`config.mk`:
```
export PLATFORM = sky130hd
export DESIGN_NAME = mux_sel_scanner
export DESIGN_NICKNAME = d
export VERILOG_FILES = /design/src/rtl/mux_sel_scanner.sv
export SDC_FILE = /design/constraint.sdc
export NUM_CORES = 1
export LEC_CHECK = 0
export ABC_CLOCK_PERIOD_IN_PS = 2000
export CORE_AREA = 4 4 49 51
export DETAILED_ROUTE_END_ITERATION = 8
export DIE_AREA = 0 0 53 55
export PLACE_DENSITY = 0.74
export SYNTH_ARGS = -nofsm -noshare
export SYNTH_HDL_FRONTEND = slang
export SYNTH_SLANG_ARGS = --single-unit
```
`constraint.sdc`:
```
create_clock -name clk -period 2 [get_ports clk]
set_clock_uncertainty 0.05 [all_clocks]
set_input_delay 0.4 -clock clk [delete_from_list [all_inputs] [get_ports clk]]
set_output_delay 0.4 -clock clk [all_outputs]
set_load 0.01 [all_outputs]
```
`src/rtl/mux_sel_scanner.sv`:
```
// Steps a 4:1 mux select through channels 0..3. Each channel settles for SETTLE cycles before
// it is sampled. The four samples are presented as one word on a valid/ready handshake.
module mux_sel_scanner #(
  parameter int SETTLE = 1,
  parameter int CNT_W  = 4
) (
  input  logic       clk,
  input  logic       rst_n,
  input  logic       start,
  output logic [1:0] mux_sel,
  input  logic       mux_out,
  output logic [3:0] data,
  output logic       valid,
  input  logic       ready,
  output logic       busy,
  output logic       overrun
);

  // state | meaning
  // IDLE  | waiting for start, mux_sel parked at 0
  // SCAN  | stepping mux_sel, settle counter running
  // HOLD  | word complete, waiting for valid&&ready
  typedef enum logic [1:0] {IDLE, SCAN, HOLD} state_t;

  localparam logic [CNT_W-1:0] RELOAD = CNT_W'(SETTLE - 1);

  state_t           state;
  logic [CNT_W-1:0] cnt;
  logic [2:0]       shadow;

  always_ff @(posedge clk or negedge rst_n) begin
    if (!rst_n) begin
      state   <= IDLE;
      cnt     <= '0;
      shadow  <= '0;
      mux_sel <= 2'd0;
      data    <= 4'd0;
      valid   <= 1'b0;
      busy    <= 1'b0;
      overrun <= 1'b0;
    end else begin
      overrun <= 1'b0;
      case (state)
        IDLE: begin
          mux_sel <= 2'd0;
          if (start) begin
            state <= SCAN;
            cnt   <= RELOAD;
            busy  <= 1'b1;
          end
        end
        SCAN: begin
          if (start) overrun <= 1'b1;
          if (cnt != '0) begin
            cnt <= cnt - CNT_W'(1);
          end else begin
            case (mux_sel)
              2'd0: shadow[0] <= mux_out;
              2'd1: shadow[1] <= mux_out;
              2'd2: shadow[2] <= mux_out;
              default: ;
            endcase
            if (mux_sel != 2'd3) begin
              mux_sel <= mux_sel + 2'd1;
              cnt     <= RELOAD;
            end else begin
              // The channel-3 bit bypasses the shadow, so the word is ready on this edge.
              data  <= {mux_out, shadow};
              valid <= 1'b1;
              state <= HOLD;
            end
          end
        end
        HOLD: begin
          if (ready) begin
            valid   <= 1'b0;
            mux_sel <= 2'd0;
            if (start) begin
              state <= SCAN;
              cnt   <= RELOAD;
            end else begin
              state <= IDLE;
              busy  <= 1'b0;
            end
          end else if (start) begin
            overrun <= 1'b1;
          end
        end
        default: begin
          state   <= IDLE;
          busy    <= 1'b0;
          valid   <= 1'b0;
          mux_sel <= 2'd0;
        end
      endcase
    end
  end

endmodule

```
* Word level (Yosys, flattened, before mapping)
Cells that the tools add are included.
** Word-level totals
- Register bits after elaboration :: 18
- Input bits :: 5
- Output and inout bits :: 9
** Cells by class
- Reductions and logical operators :: 13
- Eq/ne operators :: 12
- Add/sub/neg operators :: 2
- Bitwise operators :: 4
- Muxes and demuxes :: 26
** Operator list (number)
- AND reduction 3 bit :: 6
- two-way mux 4 bit :: 4
- two-way mux 2 bit :: 7
- != test 2 bit, second input constant :: 7
- one-hot mux 4 bit (3 select lines) :: 1
- AND reduction 4 bit :: 3
- two-way mux 1 bit :: 9
- one-hot mux 1 bit (3 select lines) :: 2
- one-hot mux 2 bit (3 select lines) :: 1
- equality test 2 x 1 -> 1 bit, second input constant :: 2
- equality test 2 bit, second input constant :: 2
- logical NOT 2 bit :: 2
- inverter 1 bit :: 4
- one-hot mux 2 bit (2 select lines) :: 1
- nonzero test 4 bit :: 1
- subtractor 4 x 1 -> 4 bit, second input constant :: 1
- != test 3 bit, second input constant :: 1
- nonzero test 3 bit :: 1
- adder 2 x 1 -> 2 bit, second input constant :: 1
- one-hot mux 1 bit (2 select lines) :: 1

* Logic depth before layout (Yosys ltp)
- Depth after elaboration :: 4
- Depth in mapped cells :: 7
- Gate-level depth less buffers :: 6

* Worst setup path after synthesis
No wires, ideal clock.
- Kind :: register -> register
- Start point :: register cnt[0]
- End point :: register state[0]
- Stages on the path, launching flop included :: 7
- Required time :: 1825 ps
- Path buffers :: 0
- Path slack :: 306 ps
- Data arrival time :: 1519 ps
- Cells stage by stage :: dfrtp_1 -> inv_1 -> ha_1 -> nor3b_4 -> nand2_1 -> a21oi_1 -> mux2_2
** On the way
- Longest elaborated chain between the ends :: 3
** Ends and longest elaborated chain
- from (decl) :: RTL line 28 : logic [CNT_W-1:0] cnt;
- from (signal assigned) :: RTL line 55 : cnt <= cnt - CNT_W'(1);
- nonzero test 4 bit :: RTL line 54 : if (cnt != '0) begin
- != test 2 bit (no line)
- AND reduction 4 bit (no line)
- to (signal assigned) :: RTL line 47 : state <= SCAN;
- to (signal assigned) :: RTL line 70 : state <= HOLD;
- to (signal assigned) :: RTL line 79 : state <= SCAN;
- to (decl) :: RTL line 27 : state_t state;
No other way between the ends.
A chain may end at the register's enable or synchronous reset.

* Worst setup path in the final report
- Start point :: register cnt[0]
- End point :: register data[1]
** On the way
- Longest elaborated chain between the ends :: 3
** Ends and longest elaborated chain
- nonzero test 4 bit :: RTL line 54
- inverter 1 bit (no line)
- AND reduction 3 bit (no line)
- to (signal assigned) :: RTL line 68 : data <= {mux_out, shadow};
- to (decl) :: RTL line 12 : output logic [3:0] data,
No other way between the ends.

==> impl_metrics.env <==
export IMPL_status="finished clean"
export IMPL_die_area_mm2=0.00292
export IMPL_p_sw_mw=0.645
export IMPL_syn_area_um2=997
export IMPL_port_buffers=13
export IMPL_dieHeight_um=55
export IMPL_async_flop_share=1.00
export IMPL_rows=16
export IMPL_pwr_share_comb=0.525
export IMPL_first_global_vias=698
export IMPL_ant_nets=0
export IMPL_path_clk_slew_ns=0.10
export IMPL_worstSkewPairLatency_ns=0.30
export IMPL_syn_nets=111
export IMPL_place_detailed_hpwl_mm=1.34
export IMPL_internal_power_mw=1.09
export IMPL_synth_avg_cell_area_um2=10.4
export IMPL_insertedDiodeCount=0
export IMPL_grt_max_degree=19
export IMPL_cp_arrival_ns=1.93
export IMPL_slew_headroom=0.687
export IMPL_seqPwrFrac=0.344
export IMPL_grt_overflow=0
export IMPL_dieWidth_um=53
export IMPL_ios=14
export IMPL_hold_viol=0
export IMPL_vdd_drop_max_v=0.000809
export IMPL_synth_common_cells="18 x dfrtp_1, 10 x ha_1, 8 x inv_1, 8 x mux2_2, 8 x nand2_1"
export IMPL_layout_drive_gt1_share=0.186
export IMPL_drc=0
export IMPL_clock_sinks=18
export IMPL_grt_first_pass_wirelength_mm=3.09
export IMPL_total_power_mw=1.73
export IMPL_syn_to_final_growth_pct=24.7
export IMPL_maxCapViolations=0
export IMPL_cts_tree="yes"
export IMPL_max_clock_freq_mhz=558
export IMPL_ys_seq_area_frac=0.452
export IMPL_yosysMostFrequentCell="dfrtp_1"
export IMPL_core_area_mm2=0.00194
export IMPL_path_max_fanout=7
export IMPL_synth_largest_area_cell="dfrtp_1"
export IMPL_period_share=0.896
export IMPL_synthCells=96
export IMPL_gp_congestion=0.728
export IMPL_ys_types=28
export IMPL_synth_seq_cells=18
export IMPL_worst_slew_pin_slew_ns=0.469
export IMPL_cts_buffer_depth=2
export IMPL_cts_hold_buffers=0
export IMPL_p_leak_nw=0.585
export IMPL_yosys_warnings=0
export IMPL_via_per_inst=5.35
export IMPL_fillerInstances=159
export IMPL_hp_class="in2async"
export IMPL_p_sw_frac=0.373
export IMPL_nets=134
export IMPL_tns_ns=0
export IMPL_finalCriticalPeriod_ns=1.79
export IMPL_critPathKind="reg2reg"
export IMPL_start_util=0.514
export IMPL_synth_area_leaders="dfrtp_1 45%, ha_1 13%, mux2_2 9.0%, inv_1 3.0%, nand2_1 3.0%"
export IMPL_htreeDepth=1
export IMPL_cp_start_kind="flop"
export IMPL_wirelength_mm=1.84
export IMPL_maxSlewViolCount=0
export IMPL_critical_path_required_ns=2.14
export IMPL_r2r_slack_ns=0.21
export IMPL_p_per_area_mw_per_mm2=1390
export IMPL_cts_buffers=3
export IMPL_wire_per_inst_um=12.7
export IMPL_grt_use_total=0.149
export IMPL_setup_viol=0
export IMPL_drtIter0Drc=5
export IMPL_yosysTopAreaCellShare=0.452
export IMPL_pwr_share_clk=0.131
export IMPL_synth_edf_count=0
export IMPL_antenna_found_initial=0
export IMPL_dr_total_vias=776
export IMPL_critical_path_endpoint_type="flop"
export IMPL_synth_ff_type="dfrtp_1"
export IMPL_grt_setup_unrepaired="no"
export IMPL_firstDrtPassIters=4
export IMPL_cts_root_buffer="clkbuf_4"
[kinds of logic after synthesis]
| kind of cell | Yosys count | share of synthesized area |
|---|---|---|
| buffers and inverters | 11 | 0.0439 |
| AO/OA/AOI/OAI | 16 | 0.105 |
| AND/OR/NAND/NOR | 33 | 0.183 |
| adder cells (fa/ha/maj) | 10 | 0.125 |
| flip-flops | 18 | 0.452 |
| multiplexers | 8 | 0.0903 |
[worst paths after layout]
path                                   to  cells past startpoint      start
max in group asynchronous       shadow[1]                      2      rst_n
worst max-delay path              data[1]                      6     cnt[0]
min in group clk                shadow[1]                      1  shadow[1]
worst min register to register  shadow[1]                      1  shadow[1]
worst min-delay path             state[1]                      2      rst_n
worst max register to register    data[1]                      6     cnt[0]
[state kept, by name, indices dropped and copies added, names as in the netlist]
name / flops
busy: 1
valid: 1
overrun: 1
cnt: 4
data: 4
shadow: 3
state: 2
mux_sel: 2
[through the flow]
step / cells / hold WS, ns / worst slack (ns) / util / instance area [µm²]
after floorplan: 96 / 0.0544 / 0.306 / - / 997
after global placement: 138 / 0.437 / 0.165 / 0.610 / 1180
after detailed placement: 138 / 0.445 / 0.142 / 0.610 / 1180
after CTS: 142 / 0.365 / 0.125 / 0.629 / 1220
after global routing: 145 / 0.385 / 0.0658 / 0.640 / 1240
final: 145 / 0.362 / 0.209 / 0.640 / 1240
[cell usage in the layout (no fill, tap or decap), types with 2 or more instances in the layout]
master | Yosys | layout
a21oi_1 | 5 | 5
clkdlybuf4s50_1 | 0 | 13
nand4_1 | 2 | 2
clkbuf_4 | 0 | 3
ha_1 | 10 | 10
or3_1 | 2 | 2
dfrtp_1 | 18 | 18
buf_4 | 0 | 8
nand2_1 | 8 | 8
mux2_2 | 8 | 8
nand2b_1 | 2 | 2
nor2_1 | 6 | 6
nor2b_1 | 2 | 2
o221ai_1 | 2 | 2
nand3_1 | 3 | 3
inv_1 | 8 | 8
o21ai_0 | 2 | 2
o21ai_1 | 2 | 2
nor3_1 | 3 | 3
[critical path, stage by stage, from the launching register on]
cell     delay (ns)
dfrtp_1        0.42
inv_1          0.09
ha_1           0.16
nor3b_4        0.34
buf_4          0.18
nand3_2        0.14
mux2_2         0.33
[routing by layer]
layer,up-vias,share of wire,track usage
li1,384,-,-
met1,371,0.46,0.204
met2,16,0.49,0.221
met3,5,0.032,0.0349
met4,0,0.022,0.0766
met5,-,0,0
[cell type report]
| cell class | count | area (µm²) | share of cell area |
|---|---|---|---|
| multi-input combinational | 67 | 503 | 0.404 |
| timing repair buffer | 21 | 190 | 0.153 |
| tap | 27 | 33.8 | 0.0272 |
| sequential | 18 | 450 | 0.362 |
| clock buffer | 4 | 36.3 | 0.0292 |
| inverter | 8 | 30.0 | 0.0241 |
[power groups by stage]
stage / clock, mW / combinational [mW] / sequential (mW)
after floorplan: 0 / 0.541 / 0.610
after global placement: 0 / 0.818 / 0.595
after detailed placement: 0 / 0.839 / 0.604
after CTS: 0.235 / 0.843 / 0.596
after global routing: 0.246 / 1.02 / 0.616
final: 0.227 / 0.908 / 0.596
[timing repair]
item,4_1_cts,5_1_grt
setup buffers,0,3
endpoints found under the setup margin,0,1
gates resized for setup,0,0
Note: power is estimated with default switching activity, not from simulation.
